## src/rtl/branch_resolve_ctrl.sv

```systemverilog
// Branch-resolution controller for the EX stage: accepts one conditional
// branch at a time, steers the comparator mode, resolves taken/not-taken,
// trains a 2-bit-counter BHT shared with fetch, and issues a PC redirect
// plus a fixed-length IF/ID flush on a misprediction.
module branch_resolve_ctrl #(
    parameter int unsigned BHT_ENTRIES  = 16,
    parameter int unsigned FLUSH_CYCLES = 2,
    parameter int unsigned CNT_W        = 16
) (
    input  logic              clk,
    input  logic              rst_n,
    input  logic              br_valid,
    output logic              br_ready,
    input  logic [2:0]        br_funct3,
    input  logic [31:0]       br_pc,
    input  logic [31:0]       br_target,
    input  logic              br_pred_taken,
    output logic              BrUn,
    input  logic              BrEq,
    input  logic              BrLT,
    input  logic [31:0]       fetch_pc,
    output logic              fetch_pred_taken,
    output logic              br_done,
    output logic              br_taken,
    output logic              br_illegal,
    output logic              redirect_valid,
    output logic [31:0]       redirect_pc,
    output logic              flush,
    output logic [CNT_W-1:0]  br_count,
    output logic [CNT_W-1:0]  mispred_count
);

    localparam int unsigned IW = $clog2(BHT_ENTRIES);
    localparam int unsigned FW = (FLUSH_CYCLES > 1) ? $clog2(FLUSH_CYCLES) : 1;

    typedef enum logic [1:0] {
        S_IDLE,
        S_EVAL,
        S_FLUSH
    } state_t;

    state_t           r_state;
    logic [2:0]       r_funct3;
    logic [31:0]      r_pc;
    logic [31:0]      r_target;
    logic             r_pred;
    logic [1:0]       r_bht [BHT_ENTRIES];
    logic [CNT_W-1:0] r_br_count;
    logic [CNT_W-1:0] r_mispred_count;
    logic [31:0]      r_redirect_pc;
    logic             r_redirect_valid;
    logic             r_flush;
    logic [FW-1:0]    r_flush_left;

    logic             w_eval;
    logic             w_legal;
    logic             w_taken;
    logic             w_mispredict;
    logic [IW-1:0]    w_idx;
    logic [IW-1:0]    w_fetch_idx;
    logic             w_unused_fetch;

    assign w_eval         = (r_state == S_EVAL) && rst_n;
    assign w_mispredict   = (w_taken != r_pred);
    assign w_idx          = r_pc[IW+1:2];
    assign w_fetch_idx    = fetch_pc[IW+1:2];
    assign w_unused_fetch = ^{fetch_pc[31:IW+2], fetch_pc[1:0]};

    // Decode the latched funct3 into legality and the taken outcome.
    always_comb begin
        w_legal = 1'b1;
        w_taken = 1'b0;
        case (r_funct3)
            3'b000:         w_taken = BrEq;
            3'b001:         w_taken = !BrEq;
            3'b100, 3'b110: w_taken = BrLT;
            3'b101, 3'b111: w_taken = !BrLT;
            default:        w_legal = 1'b0;
        endcase
    end

    assign br_ready         = (r_state == S_IDLE) && rst_n;
    assign BrUn             = w_eval && r_funct3[1];
    assign br_done          = w_eval;
    assign br_taken         = w_eval && w_taken;
    assign br_illegal       = w_eval && !w_legal;
    assign redirect_valid   = r_redirect_valid;
    assign redirect_pc      = r_redirect_pc;
    assign flush            = r_flush;
    assign br_count         = r_br_count;
    assign mispred_count    = r_mispred_count;
    // Plain array read: a same-cycle EVAL write is only visible after the edge.
    assign fetch_pred_taken = r_bht[w_fetch_idx][1];

    // Control FSM: accept, resolve, redirect/flush, plus statistics counters.
    always_ff @(posedge clk) begin
        if (!rst_n) begin
            r_state          <= S_IDLE;
            r_funct3         <= '0;
            r_pc             <= '0;
            r_target         <= '0;
            r_pred           <= 1'b0;
            r_br_count       <= '0;
            r_mispred_count  <= '0;
            r_redirect_pc    <= '0;
            r_redirect_valid <= 1'b0;
            r_flush          <= 1'b0;
            r_flush_left     <= '0;
        end else begin
            r_redirect_valid <= 1'b0;
            case (r_state)
                S_IDLE: begin
                    if (br_valid) begin
                        r_funct3 <= br_funct3;
                        r_pc     <= br_pc;
                        r_target <= br_target;
                        r_pred   <= br_pred_taken;
                        r_state  <= S_EVAL;
                    end
                end
                S_EVAL: begin
                    if (w_legal) begin
                        r_br_count <= r_br_count + CNT_W'(1);
                    end
                    if (w_mispredict) begin
                        r_mispred_count  <= r_mispred_count + CNT_W'(1);
                        r_redirect_pc    <= w_taken ? r_target : (r_pc + 32'd4);
                        r_redirect_valid <= 1'b1;
                        r_flush          <= 1'b1;
                        r_flush_left     <= FW'(FLUSH_CYCLES - 1);
                        r_state          <= S_FLUSH;
                    end else begin
                        r_state <= S_IDLE;
                    end
                end
                S_FLUSH: begin
                    if (r_flush_left == '0) begin
                        r_flush <= 1'b0;
                        r_state <= S_IDLE;
                    end else begin
                        r_flush_left <= r_flush_left - FW'(1);
                    end
                end
                default: begin
                    r_flush <= 1'b0;
                    r_state <= S_IDLE;
                end
            endcase
        end
    end

    // BHT training: saturating 2-bit counter update at the end of EVAL, legal branches only.
    always_ff @(posedge clk) begin
        if (!rst_n) begin
            for (int unsigned i = 0; i < BHT_ENTRIES; i++) begin
                r_bht[i] <= 2'b01;
            end
        end else if ((r_state == S_EVAL) && w_legal) begin
            if (w_taken) begin
                if (r_bht[w_idx] != 2'b11) begin
                    r_bht[w_idx] <= r_bht[w_idx] + 2'd1;
                end
            end else begin
                if (r_bht[w_idx] != 2'b00) begin
                    r_bht[w_idx] <= r_bht[w_idx] - 2'd1;
                end
            end
        end
    end

endmodule

```

## config.mk

```make
export PLATFORM = sky130hd
export DESIGN_NAME = branch_resolve_ctrl
export DESIGN_NICKNAME = d
export VERILOG_FILES = /design/src/rtl/branch_resolve_ctrl.sv
export SDC_FILE = /design/constraint.sdc
export NUM_CORES = 1
export LEC_CHECK = 0
export BUFFER_PORTS_ARGS = -buffer_cell sky130_fd_sc_hd__buf_2
export CAP_MARGIN = 20
export CORE_MARGIN = 2
export CORE_UTILIZATION = 30
export CTS_BUF_LIST = sky130_fd_sc_hd__clkbuf_16
export DETAILED_ROUTE_END_ITERATION = 7
export GPL_TIMING_DRIVEN = 0
export PLACE_DENSITY = 0.56
export SETUP_SLACK_MARGIN = 0.1
export SYNTH_ARGS = -nofsm -noshare
export SYNTH_HDL_FRONTEND = slang
export SYNTH_SLANG_ARGS = --single-unit
```

## constraint.sdc

```tcl
create_clock -name clk -period 2.7 [get_ports clk]
set_input_delay 0 -clock clk [delete_from_list [all_inputs] [get_ports clk]]
set_output_delay 0 -clock clk [all_outputs]
set_load 0.05 [all_outputs]
```

==> Word level (Yosys, flattened, before mapping) <==
Memory sizes are Yosys's and may differ from the RTL's. A register that Yosys moved wholly into a read port is not among the register bits.
Index checks and enable logic that the tools add are counted.
{ "word_totals": {"regBits": 137, "mem_bits_rw": 32, "input_bits": 105, "out_inout_bits": 72, "word_cells": 86, "mem_count": 1} }
{ "memory_table": {"columns": ["memory", "words", "word_bits", "rd", "rd_clocked_by_memory_dff", "write_ports", "line", "rtl"], "rows": [
  ["r_bht", 16, 2, 2, 1, 16, "47", "logic [1:0] r_bht [BHT_ENTRIES];"]
]} }
{ "classes": {"add_sub_neg": 6, "n_eq_ne": 12, "mux": 30, "bitwise_logic": 2, "n_reduce_logical": 24} }
{ "ops": {"columns": ["cell", "n"], "rows": [
  ["$add A16 B1 Y16 const B", 2],
  ["$add A32 B3 Y32 const B", 1],
  ["$mux W32", 1],
  ["$mux W1", 17],
  ["$eq A3 B3 Y1 const B", 4],
  ["$mux W4", 3],
  ["$reduce_and A2 Y1", 6],
  ["$mux W2", 5],
  ["$ne A2 B2 Y1 const B", 4],
  ["$logic_and A1 B1 Y1", 6],
  ["$pmux W2 S3", 1],
  ["$reduce_or A2 Y1", 3],
  ["$reduce_or A6 Y1", 1],
  ["$pmux W1 S4", 1],
  ["$reduce_bool A2 Y1", 2],
  ["$eq A3 B1 Y1 const B", 1],
  ["$logic_not A1 Y1", 3],
  ["$logic_not A3 Y1", 1],
  ["$pmux W1 S3", 1],
  ["$reduce_and A3 Y1", 1],
  ["$add A2 B1 Y2 const B", 1],
  ["$eq A2 B1 Y1 const B", 1],
  ["$eq A2 B2 Y1 const B", 1],
  ["$logic_not A2 Y1", 1],
  ["other kinds (6)", 6]
]} }

==> Depth between registers and ports, before layout <==
Gate-level depths: netlist of run 1.
{ "depth": {"depth_word": 10, "ltp_mapped": 9, "depth_no_buf": 7} }

==> Least setup slack after synthesis of run 1 <==
Ideal clock, no wire load.
{ "synth_path": {"path_kind": "flip-flop to flip-flop", "from": "register r_state[0]", "to": "memory r_bht[0][0], data pin", "setup_time_ns": 0.274, "t_arrival_ns": 2.586, "t_required_ns": 2.426, "slack_ns": -0.161, "path_stages_with_launch": 9, "path_buffers": 2, "synth_period_minus_slack_ns": 2.861, "cell_sequence": "dfxtp_1 nor2b_1 clkbuf_1 nand2_1 nor2_1 a31oi_1 nor2_1 buf_2 nand3_1"} }
{ "synth_lines": {"columns": ["item", "line", "rtl"], "rows": [
  ["start: declaration", "42", "state_t r_state;"],
  ["start signal: assignment", "98", "r_state <= S_IDLE;"],
  ["start signal: assignment", "118", "r_state <= S_EVAL;"],
  ["start signal: assignment", "131", "r_state <= S_FLUSH;"],
  ["end: declaration", "47", null]
]} }

==> results of run 1 <==
[path summary, 6_finish.rpt]
path / slack (ns) / depth (start not counted) / end / start
worst max-delay path: 0.09 / 8 / r_bht[1][0]$_SDFFCE_PN1P_ / register
worst max register to register: 0.09 / 8 / r_bht[1][0]$_SDFFCE_PN1P_ / register
worst min register to register: 0.45 / 2 / redirect_pc[4]$_SDFFE_PN0P_ / redirect_pc[4]$_SDFFE_PN0P_
worst min-delay path: 0.33 / 3 / r_target[9]$_SDFFE_PN0P_ / rst_n
[synthesized netlist by cell type, types with 3 or more instances]
| library cell | number | area, um^2 |
|---|---|---|
| sky130_fd_sc_hd__nand2_1 | 203 | 762 |
| sky130_fd_sc_hd__dfxtp_1 | 141 | 2820 |
| sky130_fd_sc_hd__a21boi_0 | 71 | 533 |
| sky130_fd_sc_hd__nor2_1 | 58 | 218 |
| sky130_fd_sc_hd__clkbuf_1 | 45 | 169 |
| sky130_fd_sc_hd__nand3_1 | 45 | 225 |
| sky130_fd_sc_hd__a21oi_1 | 38 | 190 |
| sky130_fd_sc_hd__xnor2_1 | 35 | 307 |
| sky130_fd_sc_hd__edfxtp_1 | 32 | 961 |
| sky130_fd_sc_hd__o21ai_0 | 26 | 130 |
| sky130_fd_sc_hd__xor2_1 | 21 | 184 |
| sky130_fd_sc_hd__inv_1 | 19 | 71.3 |
| sky130_fd_sc_hd__nor3_1 | 15 | 75.1 |
| sky130_fd_sc_hd__or3_1 | 12 | 75.1 |
| sky130_fd_sc_hd__mux4_2 | 11 | 248 |
| sky130_fd_sc_hd__nand4_1 | 11 | 68.8 |
| sky130_fd_sc_hd__o211ai_1 | 11 | 82.6 |
| sky130_fd_sc_hd__buf_1 | 10 | 37.5 |
| sky130_fd_sc_hd__nor2_2 | 10 | 62.6 |
| sky130_fd_sc_hd__a22oi_1 | 9 | 67.6 |
| sky130_fd_sc_hd__and2_1 | 9 | 56.3 |
| sky130_fd_sc_hd__and3_1 | 9 | 56.3 |
| sky130_fd_sc_hd__o2bb2ai_1 | 8 | 70.1 |
| sky130_fd_sc_hd__mux2i_1 | 7 | 70.1 |
| sky130_fd_sc_hd__ha_1 | 6 | 75.1 |
| sky130_fd_sc_hd__nor2b_1 | 6 | 37.5 |
| sky130_fd_sc_hd__and4_1 | 4 | 35.0 |
| sky130_fd_sc_hd__nor4_1 | 4 | 25.0 |
| sky130_fd_sc_hd__a311oi_1 | 3 | 26.3 |
| sky130_fd_sc_hd__buf_2 | 3 | 15.0 |
| sky130_fd_sc_hd__nand2b_1 | 3 | 18.8 |
[flip-flops by register name (all words and copies together) (netlist names), named ones only]
signal          count
r_bht              32
mispred_count      16
flush               1
r_state             2
r_pc               32
br_count           16
r_flush_left        1
r_funct3            3
redirect_valid      1
r_pred              1
r_target           32
redirect_pc        32
[worst max-delay path, delay by kind of cell (launching register included)]
| kind | cells | cell delay, ns |
|---|---|---|
| multiplexers | 2 | 0.82 |
| buffers and inverters | 2 | 0.39 |
| flip-flops | 1 | 0.33 |
| AO/OA/AOI/OAI | 4 | 0.77 |
[through the flow]
step | TNS (ns) | cell area (um^2) | utilization, %
final | 0 | 11000 | 40.9
after global routing | 0 | 11000 | 40.9
after CTS | 0 | 10800 | 40.1
after detailed placement | -10.47 | 9320 | 34.8
after global placement | -9.39 | 9320 | 34.8
after floorplan | 0 | 8160 | -
[logic make-up after synthesis]
family	share of synthesized area (%)
AOI/OAI and AO/OA	16.2
xor gates and xnor gates	6.01
adders and majority gates	0.920
muxes	4.82
buffers and inverters	3.87
and+or+nand+nor	21.8
DFF	46.4
[routing by layer]
| metal | vias to the layer above | GRT usage [%] |
|---|---|---|
| met5 | - | 0 |
| met4 | 0 | 6.11 |
| met3 | 34 | 3.53 |
| met2 | 216 | 29.6 |
| met1 | 3552 | 24.7 |
| li1 | 3698 | - |
[final cells by class]
type                            instances  area (um^2)
Fill cell                            2647        15800
Tap cell                              341          427
Multi-Input combinational cell        668         4240
Buffer                                 60          278
Clock buffer                           18          450
Sequential cell                       173         3780
Inverter                               19         71.3
Clock inverter                         13          138
Timing Repair Buffer                  229         1570
[where the power goes]
group / internal [mW] / switching (mW) / total (mW) / leakage, nW
logic: 0.391 / 0.639 / 1.03 / 2.38
registers: 2.75 / 0.0956 / 2.84 / 1.41
clock network: 1.42 / 1.08 / 2.50 / 0.292
total: 4.56 / 1.81 / 6.37 / 4.08
[what timing repair did]
action	in CTS	in global routing
gates cloned	0	2
hold endpoints to repair	73	0
setup buffers	8	3
resized for setup	30	29
endpoints found under the setup margin	72	78
hold buffers	69	0
pin swaps	3	9
==> qor.txt, run 1 <==
Sum of routed wire segments on met1 = 11900 um
Dpl hpwl = 18800 um
Die outline area = 0.0285 mm^2
Routed WL per cell = 17.0 um
Clock root cell = sky130_fd_sc_hd__clkbuf_16
Commonest cells after routing, fill and taps aside = 203 x sky130_fd_sc_hd__nand2_1, 148 x sky130_fd_sc_hd__buf_2, 140 x sky130_fd_sc_hd__dfxtp_1
Clock tree from TritonCTS = built
Final setup violation count = 0
Highest layer used for signal routing = met4
Worst endpoint required time = 2.85 ns
H-tree depth = 4
Number of pins exceeding their max-slew limit in the final report = 0
Inserted Clock Buffers = 17
Setup repair after global routing missed its margin = yes
Cell area after synthesis = 0.00816 mm^2
Register area share after synthesis = 46.4%
Total power density per cell area = 581 mW/mm^2
Number of flops mapped to enable cells by yosys = 32
Routed wl met2 = 12200 um
CP arrival = 2.76 ns
Count of placed standard cells including taps = 1408
Dominant synthesized flop cell = sky130_fd_sc_hd__dfxtp_1
Final Instance Count excl. Fillers = 1521
Final period utilization = 96.7%
Number of design rule violations left after detail routing = 0
Number of nets still failing antenna checks after routing = 0
Die height = 169 um
Worst slack at placement = -0.431 ns
Largest fanout on the critical path = 8
Fraction of layout cells with a size suffix above 1 = 22.2%
Commonest non-fill, non-tap cell in the layout = sky130_fd_sc_hd__nand2_1
PortBufs = 147
Reported leakage power = 4.08 nW
Clock-pin slew reported for the worst setup and hold paths after clock tree synthesis = 0.07 ns
Final Hold Slack = 0.328 ns
Max-cap violations = 0
1st-iter DRT viols = 397
Clock buffer depth = 2
Met3 WL post-DR = 1290 um
Num Clock Sinks = 173
Tot Pwr = 6.37 mW
Std cell rows = 60
Crit path capture type = register
Gate count after technology mapping = 920
Critical Path Slowest Stage Cell = sky130_fd_sc_hd__mux4_2
Initial antenna violation count = 0
Length of the first detailed-routing pass in iterations = 4
Top Ports = 177
Synthesized net count = 1031
CP max stage delay = 0.49 ns
Via count of the first global-routing pass = 7239
Worst Skew = 0.0101 ns
Startpoint class of the critical path = register
Source-to-sink clock delay at the later pin of the worst-skew pair = 0.43 ns
Final hold vios = 0
Number of register bits inferred by synthesis = 173
Start-to-end type of the worst setup path = register to register
Gr ovfl total = 0
F_max = 383 MHz
Shortest clock period the worst path allows after layout = 2.61 ns
Worst slew slack as a fraction of its limit = 32.1%
Initial Util = 30.4%
Final Worst Setup Slack = 0.0896 ns
Max rail drop VDD = 0.413 mV
Total routed wirelength = 25900 um
Result of the run = finished clean
Placeable core area = 0.0268 mm^2
Hold Crit Class = input pin to register
Unique cell type count in the Yosys netlist = 58
Vias = 7500
Area added between synthesis and finish = 34.4%
Layout Nets = 1279
Aggregate global-route resource usage = 18.3%
Die X-Extent = 169 um
Post-detailed-route via-to-cell ratio = 4.93
Worst Tran Pin Value = 0.990 ns
Average cell area after synthesis = 8.87 um^2
Share of flip-flops with an asynchronous set or reset after synthesis = 0%
Wire length of the first global-routing pass = 40200 um
CP cell instances = buf_8 -> mux4_2 -> mux2_4 -> o2111ai_4 -> o41ai_4 -> o31ai_4 -> clkbuf_16 -> a21oi_2
Final Wtd Congestion = 0.846
Number of inserted diodes = 0
Synth Warn # = 0
Pin count of the biggest net entering global routing = 17
Power figures use the tool's default switching activity.
==> run 2, diff against run 1 <==
==> constraint.sdc (replaced) <==
create_clock -name clk -period 2.7 [get_ports clk]
set_input_delay 0 -clock clk [delete_from_list [all_inputs] [get_ports clk]]
set_output_delay 0 -clock clk [all_outputs]
set_load 0.02 [all_outputs]
==> qor.txt, run 2 (synthesis results as in run 1) <==
Final setup violation count = 0 (unchanged)
Worst slew slack as a fraction of its limit = 35.5% (+3.3 points)
Die outline area = 0.0285 mm^2 (unchanged)
Shortest clock period the worst path allows after layout = 2.57 ns (-0.0416 ns)
R2r setup slk = 0.13 ns (+0.04 ns)
Commonest non-fill, non-tap cell in the layout = sky130_fd_sc_hd__nand2_1
F_max = 389 MHz (+1.6%)
Startpoint class of the critical path = register
Worst slack at placement = -0.509 ns (-0.0783 ns)
Std cell rows = 60 (unchanged)
Worst endpoint required time = 2.85 ns (about the same)
Area occupied by multi-input gates = 0.00423 mm^2 (-0.27%)
Inserted Clock Buffers = 17 (unchanged)
Met1 Use GR = 24.2% (-0.49 points)
Buf+Inv Stages, Crit Path = 2 (unchanged)
Tot Pwr = 6.18 mW (-3.0%)
Initial Util = 30.4% (unchanged)
Number of nets still failing antenna checks after routing = 0 (unchanged)
Num Clock Sinks = 173 (unchanged)
Largest delay contributor family on the critical path = multiplexers
Clock tree from TritonCTS = built
Number of design rule violations left after detail routing = 0 (unchanged)
Critical Path Slowest Stage Cell = sky130_fd_sc_hd__mux4_2
CP max stage delay = 0.51 ns (+0.02 ns)
H-tree depth = 4 (unchanged)
Met3 track demand over resource in global routing = 2.99% (-0.54 points)
Max-cap violations = 0 (unchanged)
Layout Nets = 1274 (-0.39%)
Hold Crit Class = input pin to register
Dpl hpwl = 18900 um (+0.48%)
Aggregate global-route resource usage = 18.3% (-0.083 points)
Filler cell count = 2644 (-0.11%)
Result of the run = finished clean
Final Wtd Congestion = 0.800 (-5.4%)
Largest fanout on the critical path = 8 (unchanged)
Final Worst Setup Slack = 0.131 ns (+0.0416 ns)
Die X-Extent = 169 um (unchanged)
Total routed wirelength = 26100 um (+0.51%)
Source-to-sink clock delay at the later pin of the worst-skew pair = 0.43 ns (about the same)
Die height = 169 um (unchanged)
Max rail drop VDD = 0.400 mV (-3.0%)
Pin count of the biggest net entering global routing = 17 (unchanged)
CP arrival = 2.72 ns (-0.04 ns)
Clock buffer depth = 2 (unchanged)
Crit path capture type = register
Wire length of the first global-routing pass = 40100 um (-0.41%)
FF+latch area = 0.00379 mm^2 (about the same)
Busiest layer in global routing = met2
Total power density per cell area = 569 mW/mm^2 (-2.1%)
Final Hold Slack = 0.297 ns (-0.0311 ns)
Worst Tran Pin Value = 0.941 ns (-0.0488 ns)
PortBufs = 147 (unchanged)
Initial antenna violation count = 0 (unchanged)
Post-detailed-route via-to-cell ratio = 4.85 (-1.7%)
1st-iter DRT viols = 399 (+0.50%)
Via count of the first global-routing pass = 7188 (-0.70%)
Reported leakage power = 4.02 nW (-1.6%)
Count of placed standard cells including taps = 1408 (unchanged)
Clock root cell = sky130_fd_sc_hd__clkbuf_16
Top Ports = 177 (unchanged)
Final period utilization = 95.1% (-1.5 points)
Final Instance Count excl. Fillers = 1517 (-0.26%)
Area added between synthesis and finish = 33.2%
Routed WL per cell = 17.2 um (+0.77%)
Placeable core area = 0.0268 mm^2 (unchanged)
Clock-pin slew reported for the worst setup and hold paths after clock tree synthesis = 0.07 ns (about the same)
Final hold vios = 0 (unchanged)
Commonest cells after routing, fill and taps aside = 203 x sky130_fd_sc_hd__nand2_1, 148 x sky130_fd_sc_hd__buf_2, 139 x sky130_fd_sc_hd__dfxtp_1
Vias = 7355 (-1.9%)
Length of the first detailed-routing pass in iterations = 4 (unchanged)
Start-to-end type of the worst setup path = register to register
CP cell instances = buf_12 -> mux4_2 -> mux2_4 -> o2111ai_2 -> o41ai_2 -> o31ai_4 -> buf_6 -> a21oi_2
Worst Skew = 0.0124 ns (+0.00239 ns)
Gr ovfl total = 0 (unchanged)
Design Area, Final = 0.0109 mm^2 (-0.90%)
Met2 GRT Util = 30.4% (+0.80 points)
Number of pins exceeding their max-slew limit in the final report = 0 (unchanged)
Setup repair after global routing missed its margin = yes
Post-place instance area = 0.00932 mm^2 (about the same)
Fraction of layout cells with a size suffix above 1 = 21.8% (-0.42 points)
[run 2: per-layer routing]
layer  up-vias  share of wire (%)
li1       3678                  -
met1      3477                 46
met2       174                 48
met3        26                4.3
met4         0                1.7
met5         -                  0
[run 2: layout make-up]
class,instances,area share (%)
clock buffers,18,4.15
flip-flops and latches,173,34.8
well taps,341,3.93
plain buffers,59,2.45
diodes,1,0.0230
clock inverters,13,1.06
repair buffers,225,13.9
inverters,19,0.656
multi-input cells,668,39.0
[run 2: worst reg2reg max path, delay by kind of cell (launching register included)]
family / cells / cell delay [ns]
AO/OA/AOI/OAI: 4 / 0.75
flip-flops: 1 / 0.34
buffers and inverters: 2 / 0.37
multiplexers: 2 / 0.82
[run 2: through the flow]
| stage | setup TNS [ns] | util [%] |
|---|---|---|
| after floorplan | 0 | - |
| after CTS | 0 | 39.9 |
| after global routing | 0 | 40.5 |
| after global placement | -11.88 | 34.8 |
| after detailed placement | -11.53 | 34.8 |
| final | 0 | 40.5 |
[run 2: where the power goes]
| part | leakage, nW | total [mW] | internal, mW | switching, mW |
|---|---|---|---|---|
| registers | 1.41 | 2.85 | 2.75 | 0.0995 |
| clock network | 0.269 | 2.40 | 1.32 | 1.08 |
| logic | 2.34 | 0.935 | 0.378 | 0.558 |
| total | 4.02 | 6.18 | 4.45 | 1.73 |
[run 2: worst paths after layout]
check	depth (start not counted)	startpoint	to
min reg2reg	2	redirect_pc[4]$_SDFFE_PN0P_	redirect_pc[4]$_SDFFE_PN0P_
max reg2reg	8	register	r_bht[3][0]$_SDFFCE_PN1P_
min	3	rst_n	r_target[9]$_SDFFE_PN0P_
max	8	register	r_bht[3][0]$_SDFFCE_PN1P_
[run 2: repair_timing]
item / CTS / global route
endpoints found under the hold margin: 73 / 0
resized for setup: 31 / 32
setup buffers: 4 / 3
hold buffers: 69 / 0
gates cloned: 1 / 1
pin swaps: 3 / 6
endpoints found under the setup margin: 78 / 79
